[src/rtl/ce_frame_pkg.sv]
// Shared types and default sizing for the ce_frame serial transmitter.
// FRAME_LEN_DEF sets the frame width in bits and GAP_LEN_DEF the minimum number of idle cycles between frames.
package ce_frame_pkg;

    localparam int FRAME_LEN_DEF = 16;
    localparam int GAP_LEN_DEF   = 1;

    typedef enum logic [1:0] {
        IDLE = 2'd0,
        SEND = 2'd1,
        GAP  = 2'd2
    } state_t;

endpackage

[src/rtl/ce_frame_shifter.sv]
// Load/shift register with a per-frame bit counter; last flags the final bit of a frame.
// Latency: msb is valid 1 cycle after load. No backpressure; the controller sequences load, shift and clr.
module ce_frame_shifter
    import ce_frame_pkg::*;
#(
    parameter int FRAME_LEN = FRAME_LEN_DEF
) (
    input  logic                 clk,
    input  logic                 rst,
    input  logic                 load,
    input  logic                 shift,
    input  logic                 clr,
    input  logic [FRAME_LEN-1:0] data,
    output logic                 msb,
    output logic                 last
);

    localparam int CW = $clog2(FRAME_LEN + 1);
    localparam logic [CW-1:0] CNT_LAST = CW'(FRAME_LEN);

    logic [FRAME_LEN-1:0] sr;
    logic [CW-1:0]        cnt;

    // cnt holds the 1-based index of the bit currently on msb, so it tops out at FRAME_LEN
    always_ff @(posedge clk or posedge rst) begin
        if (rst) begin
            sr  <= '0;
            cnt <= '0;
        end else if (load) begin
            sr  <= data;
            cnt <= CW'(1);
        end else if (clr) begin
            sr  <= '0;
            cnt <= '0;
        end else if (shift) begin
            sr  <= {sr[FRAME_LEN-2:0], 1'b0};
            cnt <= cnt + CW'(1);
        end
    end

    assign msb  = sr[FRAME_LEN-1];
    assign last = (cnt == CNT_LAST);

endmodule

[src/rtl/ce_frame_tx.sv]
// Serialises one FRAME_LEN word MSB first under a ce strobe, then holds ce low for GAP_LEN cycles.
// Latency: ce rises 1 cycle after the valid/ready handshake. Backpressure: ready is high only when idle.
// Defining CE_FRAME_TX_PARITY_EN drives the word's even parity on dout in the first cycle after a full frame.
module ce_frame_tx
    import ce_frame_pkg::*;
#(
    parameter int FRAME_LEN = FRAME_LEN_DEF,
    parameter int GAP_LEN   = GAP_LEN_DEF
) (
    input  logic                 clk,
    input  logic                 rst,
    input  logic                 valid,
    input  logic [FRAME_LEN-1:0] data,
    output logic                 ready,
    input  logic                 abort,
    output logic                 ce,
    output logic                 dout,
    output logic                 frame_done
);

`ifdef CE_FRAME_TX_PARITY_EN
    localparam int GAP_CYC = (GAP_LEN < 1) ? 1 : GAP_LEN;
`else
    localparam int GAP_CYC = GAP_LEN;
`endif
    localparam int GW = $clog2(GAP_CYC + 1);
    localparam logic [GW-1:0] GAP_LAST = GW'(GAP_CYC);

    state_t        state_q, state_d;
    logic [GW-1:0] gap_q, gap_d;
    logic          rst_done;
    logic          load, shift, clr, done_d;
    logic          msb, last;

    ce_frame_shifter #(.FRAME_LEN(FRAME_LEN)) u_shifter (
        .clk   (clk),
        .rst   (rst),
        .load  (load),
        .shift (shift),
        .clr   (clr),
        .data  (data),
        .msb   (msb),
        .last  (last)
    );

    // rst_done holds ready low until the first edge after reset is released
    assign ready = (state_q == IDLE) && rst_done;

    always_ff @(posedge clk or posedge rst) begin
        if (rst) begin
            state_q    <= IDLE;
            gap_q      <= '0;
            rst_done   <= 1'b0;
            ce         <= 1'b0;
            frame_done <= 1'b0;
        end else begin
            state_q    <= state_d;
            gap_q      <= gap_d;
            rst_done   <= 1'b1;
            ce         <= (state_d == SEND);
            frame_done <= done_d;
        end
    end

    always_comb begin
        state_d = state_q;
        gap_d   = gap_q;
        load    = 1'b0;
        shift   = 1'b0;
        clr     = 1'b0;
        done_d  = 1'b0;
        case (state_q)
            IDLE: begin
                if (valid && ready) begin
                    load    = 1'b1;
                    state_d = SEND;
                end
            end
            SEND: begin
                // abort wins over the final bit so a truncated frame never reports done
                if (abort || last) begin
                    state_d = GAP;
                    clr     = 1'b1;
                    gap_d   = GW'(1);
                    done_d  = !abort;
                end else begin
                    shift = 1'b1;
                end
            end
            GAP: begin
                if (gap_q == GAP_LAST) begin
                    state_d = IDLE;
                    gap_d   = '0;
                end else begin
                    gap_d = gap_q + GW'(1);
                end
            end
            default: state_d = IDLE;
        endcase
    end

`ifdef CE_FRAME_TX_PARITY_EN
    logic parity_q;

    always_ff @(posedge clk or posedge rst) begin
        if (rst) begin
            parity_q <= 1'b0;
        end else if (load) begin
            parity_q <= ^data;
        end
    end

    // frame_done marks exactly the first gap cycle after a completed frame
    assign dout = ce ? msb : (frame_done & parity_q);
`else
    assign dout = ce & msb;
`endif

endmodule

[config.mk]
export PLATFORM = sky130hd
export DESIGN_NAME = ce_frame_tx
export DESIGN_NICKNAME = d
export VERILOG_FILES = /design/src/rtl/ce_frame_pkg.sv /design/src/rtl/ce_frame_shifter.sv /design/src/rtl/ce_frame_tx.sv
export SDC_FILE = /design/constraint.sdc
export NUM_CORES = 1
export LEC_CHECK = 0
export ABC_AREA = 1
export BUFFER_PORTS_ARGS = -buffer_cell sky130_fd_sc_hd__buf_2
export CAP_MARGIN = 25
export CORE_MARGIN = 5
export CORE_UTILIZATION = 42
export CTS_BUF_LIST = sky130_fd_sc_hd__clkbuf_16
export DETAILED_ROUTE_END_ITERATION = 8
export PLACE_DENSITY = 0.65
export SLEW_MARGIN = 30
export SYNTH_ARGS = -nofsm -noshare
export SYNTH_HDL_FRONTEND = slang
export SYNTH_SLANG_ARGS = --single-unit
export TNS_END_PERCENT = 50
[constraint.sdc]
create_clock -name clk -period 1.2 [get_ports clk]
set_input_delay 0.24 -clock clk [delete_from_list [all_inputs] [get_ports clk]]
set_output_delay 0.24 -clock clk [all_outputs]
set_load 0.01 [all_outputs]
## After elaboration in Yosys (flattened, before gate mapping)

Index checks and enable logic that the tools add are counted.

- Input bits: 20
- Register bits after elaboration: 27
- Word-level logic and storage cells: 44

- Reduce and logical (&&, ||, !) cells: 8
- Bitwise gates (word level): 1
- Equal/unequal tests: 5
- Mux-type cells: 21
- $add $sub $neg: 2

Operator list:

| operator | count |
|---|---|
| $mux W16 | 3 |
| $mux W5 | 3 |
| $mux W1 | 10 |
| $mux W2 | 3 |
| $pmux W2 S3 | 1 |
| $add A5 B1 Y5 const B | 1 |
| $eq A5 B5 Y1 const B | 1 |
| $eq A2 B1 Y1 const B | 2 |
| $reduce_bool A3 Y1 | 1 |
| $eq A2 B2 Y1 const B | 1 |
| $logic_and A1 B1 Y1 | 2 |
| $logic_not A2 Y1 | 1 |
| $ne A2 B2 Y1 const B | 1 |
| $pmux W1 S2 | 1 |
| $reduce_and A2 Y1 | 1 |
| $reduce_bool A2 Y1 | 1 |
| $add A1 B1 Y1 const B | 1 |
| $and A1 B1 Y1 | 1 |
| $logic_not A1 Y1 | 1 |
| $logic_or A1 B1 Y1 | 1 |

## Depth between registers and ports, before layout

- Word-level depth: 7
- Gate-level depth with buffers: 10
- Mapped depth without buffers: 9

## Cells and area by module

From an unflattened synthesis, not the netlist that was laid out.

- Cell total of the unflattened synthesis: 176
- Area total of the unflattened synthesis: 1393.8 um^2

By module, submodules not included:

| module | seq. area each (um^2) | instances | cells an instance | area each (um^2) |
|---|---|---|---|---|
| ce_frame_shifter | 525.5 | 1 | 141 | 1108.6 |
| ce_frame_tx | 150.1 | 1 | 35 | 285.3 |

## Worst setup path after synthesis

OpenSTA, ideal clock, no wires.

- Path kind: register to register
- Start point: register u_shifter.cnt[0]
- End point: register u_shifter.sr[2]
- Stages on the path, launching flop included: 11
- Required time: 1.076 ns
- Clock period less this slack: 1.285 ns
- Buffers on the path: 1
- Path slack: -0.085 ns
- Setup time: 0.124 ns
- Arrival: 1.161 ns
- Path through: dfrtp_1 -> inv_1 -> ha_1 -> nand2_1 -> inv_1 -> nand2_2 -> nand2_4 -> inv_6 -> buf_12 -> nand2_1 -> nand3_1

- Cells in the longest elaborated chain, start to end: 6
- Elaborated cells on any way between the ends: 9
- Those cells by class: 1 x eq/ne; 6 x mux; 2 x reduce/logical

RTL lines:

| element | line | text |
|---|---|---|
| start: declaration | ce_frame_shifter.sv:22 | `logic [CW-1:0] cnt;` |
| start signal: assignment | ce_frame_shifter.sv:37 | `cnt <= cnt + CW'(1);` |
| $eq A5 B5 Y1 * | ce_frame_shifter.sv:42 | `assign last = (cnt == CNT_LAST);` |
| $logic_or A1 B1 Y1 * | ce_frame_tx.sv:81 | `if (abort \|\| last) begin` |
| $mux W1 | ce_frame_tx.sv:81 |  |
| $mux W1 | ce_frame_tx.sv:72 | `case (state_q)` |
| $mux W16 | ce_frame_shifter.sv:32 | `end else if (clr) begin` |
| $mux W16 | ce_frame_shifter.sv:29 | `end else if (load) begin` |
| end signal: assignment | ce_frame_shifter.sv:30 | `sr <= data;` |
| end signal: assignment | ce_frame_shifter.sv:36 | `sr <= {sr[FRAME_LEN-2:0], 1'b0};` |
| end: declaration | ce_frame_shifter.sv:21 | `logic [FRAME_LEN-1:0] sr;` |

Every way passes the cells marked *; elsewhere a longest branch is shown, timed or not.
A chain may end at the register's enable or synchronous reset.

## Worst setup path after layout

- Start point: register u_shifter.cnt[1]
- End point: register u_shifter.sr[15]

Same word-level chain as after synthesis.

==> qor.csv <==
stage,metric,value,unit
worst_setup_path,worstReg2RegStart,u_shifter.cnt[1],
finish,final_cell_mix,"nand2_1, dfrtp_1, buf_2, nand3_2, buf_4",
place,dp_hpwl,2070,um
clocking,cts_root_buffer,clkbuf_16,
floorplanning,start_util,0.448,
drt,routed_wl,3240,um
pwr,p_clk_frac,0.207,
floorplanning,core,3100,sq um
worst_setup_path,critPathKind,reg -> reg,
pwr,pwr-share-comb,0.378,
drt,routedWlPerCell,13.6,um
timing,final-setup-viol-count,22,
global_routing,grt_pass1_vias,1120,
worst_setup_path,worstRegToRegCells,9,
global_routing,grt-ovfl-total,0,
timing,period_share,1.06,
clocking,ctsLongestPathBuffers,2,
pwr,p_total,3600,uW
timing,fin_ws,-0.0711,ns
timing,drv_slew,0,
global_routing,antenna_found_initial,0,
pwr,p_int,2290,uW
finish,final_common_cell,nand2_1,
pwr,leakage,0.000988,uW
clocking,insertion_delay,0.26,ns
clocking,cts.sink_count,27,
place,dpl.cell_count,228,
worst_setup_path,critPathSlowestCell,dfrtp_1,
floorplanning,io_pins,24,
timing,rsz0062_at_grt,true,
floorplanning,die_w,67.6,um
finish,final_layout_size_suffix_gt1_frac,0.454,
clocking,cts_buffers,3,
pwr,ir_worst_vdd,0.941,mV
pwr,netSwitchingPower,1320,uW
clocking,cts_hold_buf,0,
finish,antenna_cells,0,
yosys,ys_seq_area_frac,0.486,
pwr,power_density,1930,nW/um^2
drt,vias,1176,
worst_hold_path,hp-class,in -> async,
timing,min_period,1.27,ns
worst_setup_path,cp.required,1.35,ns
clocking,tritoncts,built,
worst_setup_path,r2r_end,u_shifter.sr[15],
worst_setup_path,cp.arrival,1.42,ns
job,cap_violations,0,
yosys,synth_area,1390,sq um
worst_setup_path,critPathCapture,u_shifter.sr[15],
worst_setup_path,path_cells,"inv_2, ha_4, nand2_2, inv_2, nand2_4, nand2_8, inv_6, nand3_1, nand3_1",
worst_setup_path,slowest_delay,0.39,ns
finish,nets,217,
timing,max_freq,787,MHz
yosys,yosysWarnings,0,
worst_setup_path,reg2reg_slack,-0.07,ns
worst_setup_path,crit_path_max_fanout,8,
run_status,status,finished with violations,
yosys,synth_fp_nets,179,
drt,postRouteAntennaNets,0,
global_routing,grt_pass1_wl,4800,um
run_status,violations,negative setup slack,
drt,dr.pass1.iters,4,
timing,fin_skew,0.00461,ns
worst_setup_path,start_kind,flop,
drt,via_per_inst,4.94,
clocking,clkTransAtPathRegs,0.07,ns
pwr,switching_share,0.365,
timing,hold_violations,0,
finish,final_cell_count_no_fill,238,
worst_setup_path,critical_path.startpoint,u_shifter.cnt[1],
yosys,avgSynthCellArea,8.86,sq um
place,gp_congestion,0.798,
finish,syn2layout_area_growth,34.2,%
floorplanning,row_count,20,
clocking,htree_levels,1,
global_routing,grt_max_degree,28,
floorplanning,die_h,67.6,um
global_routing,grtUsageTotal,0.137,
place,io_buffers,23,
yosys,ys_ff_latch,27,
worst_setup_path,cp-end-kind,flop,
pwr,p_seq_frac,0.415,
drt,drc,0,
drt,drt_iter0_drc,43,
floorplanning,die-area,4560,sq um
yosys,yosysUniqueCellTypes,28,
yosys,syn_inst,157,
## what timing repair did
action / 4_1_cts / 5_1_grt
endpoints found under the hold margin: 0 / 0
pin swaps: 1 / 5
setup buffers: 3 / 2
gates resized for setup: 9 / 30
endpoints found under the setup margin: 22 / 27
gates cloned: 0 / 2
## metrics by stage
| stage | setup WS, ns | setup TNS, ns | utilization | cell area (sq um) | hold WS (ns) |
|---|---|---|---|---|---|
| finish | -0.0711 | -1.01 | 0.602 | 1870 | 0.0335 |
| detailed placement | -0.0715 | -0.711 | 0.507 | 1570 | 0.322 |
| floorplan | -0.0753 | -0.674 | - | 1390 | 0.293 |
| global route | -0.134 | -2.42 | 0.602 | 1870 | 0.0690 |
| CTS | -0.0517 | -0.432 | 0.549 | 1700 | 0.0466 |
| global placement | -0.0598 | -0.219 | 0.507 | 1570 | 0.317 |
## area by class of cell
class                      count  area, sq um
timing repair inverter         2         17.5
inverter                      15         75.1
timing repair buffer          37          224
clock buffer                   3         75.1
multi-input combinational    109          739
fill                         287         1240
clock inverter                 1         5.00
tap                           44         55.1
sequential                    27          676
## worst min-delay path by stage
stage,startpoint,to,slack [ns],cells after the start
floorplan,rst,ce,0.29,1
global placement,rst,rst_done,0.32,3
detailed placement,rst,rst_done,0.32,3
CTS,rst,u_shifter.sr[12],0.05,3
global route,rst,u_shifter.sr[12],0.07,3
finish,rst,u_shifter.sr[12],0.03,3
## flip-flops by register name, indices dropped and copies added, names as in the netlist
name / flops
ce: 1
frame_done: 1
gap_q: 1
rst_done: 1
state_q: 2
u_shifter.cnt: 5
u_shifter.sr: 16
## cell families (layout without fill, tap and decap cells)
family / after synthesis / after routing / share of synthesized area
buffers and inverters: 21 / 58 / 0.0908
flip-flops: 27 / 27 / 0.486
AND/OR/NAND/NOR: 101 / 101 / 0.379
other: 1 / 1 / 0.00270
adder cells (fa/ha/maj): 2 / 2 / 0.0180
XOR/XNOR: 1 / 1 / 0.00630
AO/OA/AOI/OAI: 4 / 4 / 0.0180
## critical path: cells and delay by family (launching register included)
kind / cells / cell delay (ns)
fa+ha+maj: 1 / 0.13
flops: 1 / 0.39
buf+inv: 3 / 0.26
simple gates: 5 / 0.38
## synthesized netlist by cell type
cell type	n	area, sq um
buf_12	1	20.0
nand4_2	1	12.5
o21ai_0	1	5.00
nand2_4	2	22.5
nor2_4	2	22.5
ha_1	2	25.0
conb_1	1	3.75
nor2_2	1	6.26
o21bai_1	1	7.51
or2_2	2	12.5
xor2_1	1	8.76
o211ai_1	1	7.51
inv_4	1	6.26
buf_4	2	15.0
buf_2	1	5.00
dfrtp_1	27	676
buf_6	2	22.5
inv_6	1	8.76
inv_2	1	3.75
nand3_2	9	90.1
nand3_1	23	115
nand2_2	2	12.5
inv_1	12	45.0
nor2_1	1	3.75
a21oi_1	1	5.00
nand4_1	4	25.0
nand2_1	53	199
nor3_1	1	5.00
## routing by layer
metal / share of wire / routed length [um] / track usage
met5: 0 / 0 / 0
met4: 0.0056 / 18 / 0.0354
met3: 0.032 / 105 / 0.0266
met2: 0.52 / 1700 / 0.247
met1: 0.44 / 1420 / 0.166
## power groups by stage
stage | clock network, uW | registers [uW] | logic, uW
2_1_floorplan | 0 | 1440 | 743
3_3_place_gp | 0 | 1460 | 957
3_5_place_dp | 0 | 1470 | 991
4_1_cts | 764 | 1450 | 1100
5_1_grt | 802 | 1540 | 1500
6_report | 747 | 1490 | 1360
No activity file was read; power rests on OpenSTA's default activity.
